--- src/rtl/median_pkg.sv ---
// Shared constants and types for the windowed median/min/max peripheral.
package median_pkg;

  // Word addresses on the bus
  localparam int ADDR_CTRL    = 0;
  localparam int ADDR_RESULT  = 1;
  localparam int ADDR_PUSH    = 2;
  localparam int ADDR_SAMPLE0 = 3;

  // CTRL write-field bit positions
  localparam int CTRL_START    = 0;
  localparam int CTRL_MODE_LSB = 1;
  localparam int CTRL_IRQ_EN   = 3;
  localparam int CTRL_CLR_DONE = 4;

  // STATUS read-field bit positions
  localparam int STAT_BUSY     = 0;
  localparam int STAT_DONE     = 1;
  localparam int STAT_MODE_LSB = 2;
  localparam int STAT_IRQ_EN   = 4;
  localparam int STAT_PENDING  = 5;

  // Order statistic selected at the end of a sort; code 3 behaves as median
  typedef enum logic [1:0] {
    MODE_MEDIAN     = 2'd0,
    MODE_MIN        = 2'd1,
    MODE_MAX        = 2'd2,
    MODE_MEDIAN_ALT = 2'd3
  } sortMode_t;

  // Sort sequencer states
  typedef enum logic [1:0] {
    ST_IDLE   = 2'd0,
    ST_LOAD   = 2'd1,
    ST_SORT   = 2'd2,
    ST_FINISH = 2'd3
  } sortState_t;

endpackage

--- src/rtl/median_sort_core.sv ---
// Sequential odd-even transposition sorter: snapshots a window on load,
// runs WIN passes (one per cycle) and registers the selected order statistic.
module median_sort_core
  import median_pkg::*;
#(
  parameter int DATA_W = 8,
  parameter int WIN    = 5
) (
  input  logic                  iClk,
  input  logic                  iReset_n,
  input  logic                  load,
  input  logic [WIN*DATA_W-1:0] snapshot,
  input  sortMode_t             mode,
  output logic                  busy,
  output logic                  donePulse,
  output logic [DATA_W-1:0]     result
);

  localparam int PASS_W = $clog2(WIN);
  localparam int MID    = (WIN - 1) / 2;

  sortState_t        state;
  sortMode_t         modeLatched;
  logic [PASS_W-1:0] passCnt;
  logic [DATA_W-1:0] arr     [WIN];
  logic [DATA_W-1:0] arrNext [WIN];
  logic              passOdd;

  assign passOdd   = passCnt[0];
  assign busy      = (state != ST_IDLE);
  assign donePulse = (state == ST_FINISH);

  // One compare-exchange pass: even passes pair (0,1),(2,3)..., odd passes (1,2),(3,4)...
  always_comb begin
    // NOTE: every variable written here gets a full default first, so no path leaves it holding a stale value (no latch).
    arrNext = arr;
    for (int i = 0; i < WIN - 1; i++) begin
      // Strict greater-than keeps equal samples in place
      if ((((i % 2) == 1) == passOdd) && (arr[i] > arr[i+1])) begin
        arrNext[i]   = arr[i+1];
        arrNext[i+1] = arr[i];
      end
    end
  end

  // Sequencer: IDLE -> LOAD -> SORT x WIN -> FINISH -> IDLE, with the sort array and result
  always_ff @(posedge iClk or negedge iReset_n) begin
    if (!iReset_n) begin
      state       <= ST_IDLE;
      modeLatched <= MODE_MEDIAN;
      passCnt     <= '0;
      // NOTE: the sort array is a handful of flops, not a RAM, so it is cleared with the rest of the state.
      arr         <= '{default: '0};
      result      <= '0;
    end else begin
      // NOTE: sequential state uses non-blocking assignments so every register samples pre-edge values.
      case (state)
        ST_IDLE: begin
          if (load) state <= ST_LOAD;
        end
        ST_LOAD: begin
          for (int i = 0; i < WIN; i++) arr[i] <= snapshot[i*DATA_W +: DATA_W];
          modeLatched <= mode;
          passCnt     <= '0;
          state       <= ST_SORT;
        end
        ST_SORT: begin
          arr <= arrNext;
          if (passCnt == PASS_W'(WIN - 1)) begin
            state <= ST_FINISH;
          end else begin
            passCnt <= passCnt + PASS_W'(1);
          end
        end
        ST_FINISH: begin
          case (modeLatched)
            MODE_MIN: result <= arr[0];
            MODE_MAX: result <= arr[WIN-1];
            default:  result <= arr[MID];
          endcase
          state <= ST_IDLE;
        end
        default: state <= ST_IDLE;
      endcase
    end
  end

endmodule

--- src/rtl/avalon_median_window.sv ---
// Avalon-MM slave wrapping the window sorter: bus decode, sample/control
// registers, the one-deep PENDING request and the registered read port.
module avalon_median_window
  import median_pkg::*;
#(
  parameter int DATA_W = 8,
  parameter int WIN    = 5,
  parameter int ADDR_W = 5
) (
  input  logic              iClk,
  input  logic              iReset_n,
  input  logic              iChipSelect_n,
  input  logic              iWrite_n,
  input  logic              iRead_n,
  input  logic [ADDR_W-1:0] iAddress,
  input  logic [31:0]       iData,
  output logic [31:0]       oData,
  output logic              oIrq
);

  logic                  wrEn;
  logic                  rdEn;
  logic                  ctrlWrite;
  logic                  pushWrite;
  logic                  startReq;
  logic                  loadReq;
  logic                  coreBusy;
  logic                  coreFinish;
  logic [DATA_W-1:0]     coreResult;
  logic [DATA_W-1:0]     sampleReg [WIN];
  logic [WIN*DATA_W-1:0] snapshot;
  sortMode_t             mode;
  logic                  irqEn;
  logic                  done;
  logic                  pending;
  logic [31:0]           rdData;
  logic                  unusedData;

  assign wrEn      = !iChipSelect_n && !iWrite_n;
  assign rdEn      = !iChipSelect_n && !iRead_n;
  assign ctrlWrite = wrEn && (iAddress == ADDR_W'(ADDR_CTRL));
  assign pushWrite = wrEn && (iAddress == ADDR_W'(ADDR_PUSH));
  assign startReq  = (ctrlWrite && iData[CTRL_START]) || pushWrite;
  // A fresh request or a parked one launches a run only when the core is idle
  assign loadReq   = !coreBusy && (startReq || pending);
  assign oIrq      = done && irqEn;
  // Upper data bits beyond DATA_W carry nothing for this peripheral
  assign unusedData = ^iData;

  // Flatten the sample registers into the core's snapshot vector
  always_comb begin
    snapshot = '0;
    for (int i = 0; i < WIN; i++) snapshot[i*DATA_W +: DATA_W] = sampleReg[i];
  end

  // Sample window: PUSH shifts toward higher indices, direct writes hit one slot
  always_ff @(posedge iClk or negedge iReset_n) begin
    if (!iReset_n) begin
      for (int i = 0; i < WIN; i++) sampleReg[i] <= '0;
    end else if (pushWrite) begin
      for (int k = WIN - 1; k > 0; k--) sampleReg[k] <= sampleReg[k-1];
      sampleReg[0] <= iData[DATA_W-1:0];
    end else begin
      for (int i = 0; i < WIN; i++) begin
        if (wrEn && (iAddress == ADDR_W'(ADDR_SAMPLE0 + i))) sampleReg[i] <= iData[DATA_W-1:0];
      end
    end
  end

  // MODE and IRQ_EN are plain fields of every CTRL write
  always_ff @(posedge iClk or negedge iReset_n) begin
    if (!iReset_n) begin
      mode  <= MODE_MEDIAN;
      irqEn <= 1'b0;
    end else if (ctrlWrite) begin
      mode  <= sortMode_t'(iData[CTRL_MODE_LSB +: 2]);
      irqEn <= iData[CTRL_IRQ_EN];
    end
  end

  // DONE sets on FINISH, clears at launch or on CLR_DONE (a START in the same write wins)
  always_ff @(posedge iClk or negedge iReset_n) begin
    if (!iReset_n) begin
      done <= 1'b0;
    end else if (coreFinish) begin
      done <= 1'b1;
    end else if (loadReq) begin
      done <= 1'b0;
    end else if (ctrlWrite && iData[CTRL_CLR_DONE] && !iData[CTRL_START]) begin
      done <= 1'b0;
    end
  end

  // PENDING parks one request made while busy; further requests merge into it
  always_ff @(posedge iClk or negedge iReset_n) begin
    if (!iReset_n) begin
      pending <= 1'b0;
    end else if (loadReq) begin
      pending <= 1'b0;
    end else if (startReq && coreBusy) begin
      pending <= 1'b1;
    end
  end

  // Read mux: unmapped and write-only addresses return zero
  always_comb begin
    rdData = '0;
    if (iAddress == ADDR_W'(ADDR_CTRL)) begin
      rdData[STAT_BUSY]            = coreBusy;
      rdData[STAT_DONE]            = done;
      rdData[STAT_MODE_LSB +: 2]   = mode;
      rdData[STAT_IRQ_EN]          = irqEn;
      rdData[STAT_PENDING]         = pending;
    end else if (iAddress == ADDR_W'(ADDR_RESULT)) begin
      rdData[DATA_W-1:0] = coreResult;
    end else begin
      for (int i = 0; i < WIN; i++) begin
        if (iAddress == ADDR_W'(ADDR_SAMPLE0 + i)) rdData[DATA_W-1:0] = sampleReg[i];
      end
    end
  end

  // Registered read data, held between reads
  always_ff @(posedge iClk or negedge iReset_n) begin
    if (!iReset_n) begin
      oData <= '0;
    end else if (rdEn) begin
      oData <= rdData;
    end
  end

  median_sort_core #(
    .DATA_W (DATA_W),
    .WIN    (WIN)
  ) uSortCore (
    .iClk      (iClk),
    .iReset_n  (iReset_n),
    .load      (loadReq),
    .snapshot  (snapshot),
    .mode      (mode),
    .busy      (coreBusy),
    .donePulse (coreFinish),
    .result    (coreResult)
  );

endmodule

--- config.mk ---
export PLATFORM = sky130hd
export DESIGN_NAME = avalon_median_window
export DESIGN_NICKNAME = d
export VERILOG_FILES = /design/src/rtl/median_pkg.sv /design/src/rtl/median_sort_core.sv /design/src/rtl/avalon_median_window.sv
export SDC_FILE = /design/constraint.sdc
export NUM_CORES = 1
export LEC_CHECK = 0
export CAP_MARGIN = 20
export CORE_MARGIN = 2
export CORE_UTILIZATION = 39
export CTS_CLUSTER_DIAMETER = 80
export DETAILED_ROUTE_END_ITERATION = 6
export DONT_BUFFER_PORTS = 1
export SYNTH_ARGS = -nofsm -noshare
export SYNTH_HDL_FRONTEND = slang
export SYNTH_SLANG_ARGS = --single-unit
export TNS_END_PERCENT = 30
--- constraint.sdc ---
create_clock -name iClk -period 3.8 [get_ports iClk]
set_input_delay 0.76 -clock iClk [delete_from_list [all_inputs] [get_ports iClk]]
set_output_delay 0.76 -clock iClk [all_outputs]
set_load 0.005 [all_outputs]
==> metrics.md <==
| Metric | Value |
|---|---|
| Outcome | `complete, no violations` |
| Layout fillers | `1709` |
| Max Clock Skew | `11.4 ps` |
| Fmax | `354 MHz` |
| DP HPWL | `13800 um` |
| Io pins | `75` |
| Grt ovf | `0` |
| Final setup fails | `0` |
| CTS Buf Count | `9` |
| Critical path data required time | `4050 ps` |
| Most common cell after layout, fill and taps aside | `dfrtp_1` |
| Worst Hold Class | `in2async` |
| Worst setup EP type | `flop` |
| Max-Cap Viols | `0` |
| DR WL/cell | `20.2 um` |
| Post-route clock period utilization | `74.3%` |
| Vias in the first global route | `5202` |
| Number of library cell types mapped by synthesis | `61` |
| Post_cts resized | `0` |
| Worst R2R Start | `uSortCore.arr[21]` |
| FP Rows | `48` |
| Global-route wire length before repair | `29300 um` |
| CTS tree | `built` |
| Psw | `2.28 mW` |
| Die Area | `0.0186 sq mm` |
| Clk slew on worst S/H paths | `70 ps` |
| Most used cell along the critical path | `a21oi_1` |
| Synth Flop Type | `dfrtp_1` |
| Worst slew margin relative to its limit | `48.0%` |
| Slew Limit Fails | `0` |
| Final Hold Viols | `0` |
| Asr flop ratio synth | `100%` |
| Syn_area_per_cell | `9.79 sq um` |
| Lkg Pwr | `3.29 nW` |
| Largest net degree at the start of global routing | `109` |
| CP peak stage delay | `590 ps` |
| Seq cells post-synth | `108` |
| Vias/cell | `5.78` |
| # clock sinks | `108` |
| Yosys top cell by area | `dfrtp_1` |
| R2r setup slk | `980 ps` |
| CP Cell Sequence | `inv_1 > ha_1 > a21oi_1 > o21ai_1 > o311ai_4 > buf_4 > mux2i_1 > a21oi_1 > mux2_4` |
| Cell Pwr Density | `742 mW/mm^2` |
| WL met2 | `8550 um` |
| Post-CTS Setup Bufs | `0` |
| Post-Synthesis Cells | `696` |
| CP Max Fanout | `10` |
| Vias after detailed routing | `5245` |
| Cell Area, Synth | `0.00682 sq mm` |
| Nets | `760` |
| Yosys warning count | `0` |
| Synth area leaders | `dfrtp_1, ha_1, mux2i_1, mux2_2, nand2_1` |
| DRC | `0` |
| CTS Root Buffer Type | `clkbuf_16` |
| Post-CTS Hold Buffers | `0` |
| Setup TNS | `0 ps` |
| Seq. cell area | `0.00270 sq mm` |
| VDD IR max | `458 uV` |
| Initial antenna violation count | `0` |
| Most frequent cells in the layout | `dfrtp_1, nand2_1, inv_1, mux2i_1, ha_1` |
| RSZ-0062 raised after global routing | `false` |
| R2r worst-path depth | `9` |
| Metal3 WL | `1210 um` |
| Clock latency on the worst-skew pair | `370 ps` |
| Dpl ws | `1000 ps` |
| Layout Cells excl Fill | `907` |
| H-tree levels | `3` |
| Area grow syn2layout | `5.40%` |
| Area of the multi-input gates | `0.00365 sq mm` |
| Setup ws final | `978 ps` |
| Slowest CP cell | `o311ai_4` |
| Antenna diode count | `0` |
| Core area | `0.0172 sq mm` |
| Clock Power Share | `18.7%` |
| Slew @ Worst Pin | `779 ps` |
| Post-synth EDFFs | `0` |
| Wl on met1 | `8040 um` |
| Starting Density | `39.7%` |
| Final min period | `2820 ps` |
| Synth top area share | `39.6%` |
| I/O Buffers | `0` |
| Net Sw Frac | `42.7%` |
| GP Congestion | `0.875` |
| Height of the die | `136 um` |
| Share of cells above drive strength 1 | `12.6%` |
| Highest metal used | `met4` |
| Seq/Total Area, Yosys | `39.6%` |
| Placed instance count | `891` |
| Die Wd | `136 um` |
| Drt pass-1 iters | `5` |
| Tot GR Track Use | `20.9%` |
| Sequential power share | `34.0%` |
| WS Path Type | `reg2reg` |
| Final wirelength | `18400 um` |
| Clk buf depth | `2` |
| Worst setup startpoint | `uSortCore.arr[21]` |
| Crit path DAT | `3070 ps` |
| Total internal power | `3.05 mW` |
| Crit path launch type | `flop` |
| Comb power frac | `47.3%` |
| Drt initial violations | `630` |
| Detail Route Antenna Nets | `0` |
[final timing paths]
check	to
max in group asynchronous	uSortCore.result[3]
min in group iClk	sampleReg[4]
hold / removal	uSortCore.arr[33]
setup reg to reg	uSortCore.arr[30]
hold reg to reg	uSortCore.result[7]
setup / recovery	uSortCore.arr[30]
[state kept, by name (all words and copies together) (netlist names)]
signal and flops:
mode 2, uSortCore.result 8, done 1, uSortCore.arr 40, oData 8, irqEn 1
uSortCore.modeLatched 2, uSortCore.passCnt 3, pending 1, uSortCore.state 2, sampleReg 40
[cell usage after synthesis, drive strengths merged (2+ instances only)]
| cell type | n |
|---|---|
| nand2 | 79 |
| a221oi | 21 |
| dfrtp | 108 |
| a21oi | 36 |
| or3 | 2 |
| nor3 | 7 |
| buf | 42 |
| mux2 | 43 |
| and3 | 8 |
| inv | 58 |
| nand2b | 3 |
| nand4 | 6 |
| clkbuf | 15 |
| nor2 | 34 |
| a22o | 8 |
| o21ai | 39 |
| o31ai | 3 |
| or2 | 3 |
| o221ai | 8 |
| a211oi | 5 |
| and4 | 2 |
| mux2i | 40 |
| nand3 | 12 |
| nor2b | 7 |
| a22oi | 25 |
| o211ai | 15 |
| o22ai | 6 |
| a221o | 4 |
| nor4 | 3 |
| ha | 41 |
[per-stage QoR]
stage                     hold slack [ps]  utilization (%)  power, mW  cell area [sq um]
after floorplan                       464                -       3.67               6900
after global placement                473             40.0       4.25               6880
after detailed placement              471             40.0       4.33               6880
after CTS                            77.1             41.8       5.33               7180
after global routing                 80.5             41.8       5.70               7180
final                                99.2             41.8       5.33               7180
[power groups by stage]
| stage | registers (mW) | clock network [mW] | logic [mW] |
|---|---|---|---|
| floorplan | 1.67 | 0 | 2.00 |
| CTS | 1.80 | 1.01 | 2.52 |
| detailed placement | 1.82 | 0 | 2.51 |
| global route | 1.85 | 1.05 | 2.81 |
| global placement | 1.80 | 0 | 2.45 |
| finish | 1.81 | 0.999 | 2.52 |
[area by class of cell]
| type | count | area share, % |
|---|---|---|
| Tap cell | 225 | 3.92 |
| Inverter | 58 | 3.03 |
| Clock inverter | 7 | 1.11 |
| Timing Repair Buffer | 4 | 0.418 |
| Sequential cell | 108 | 37.6 |
| Clock buffer | 9 | 3.13 |
| Multi-Input combinational cell | 496 | 50.8 |
[worst max-delay path, delay by kind of cell (launching register included)]
kind / cells / cell delay (ps)
AO/OA/AOI/OAI: 4 / 1030
multiplexers: 2 / 490
flip-flops: 1 / 430
buffers and inverters: 2 / 420
adder cells (fa/ha/maj): 1 / 320
[per-layer routing]
metal | track usage, % | vias to the layer above
li1 | - | 2431
met1 | 28.5 | 2594
met2 | 32.6 | 192
met3 | 3.50 | 28
met4 | 9.49 | 0
met5 | 0 | -
[cell families after synthesis]
kind of cell / synth area share (%)
flops: 39.6
mux: 13.4
fa+ha+maj: 7.53
other cells: 0.0550
xor+xnor: 0.129
compound gates: 18.8
simple gates: 12.1
buf+inv: 8.30
No activity file was read; power rests on OpenSTA's default activity.
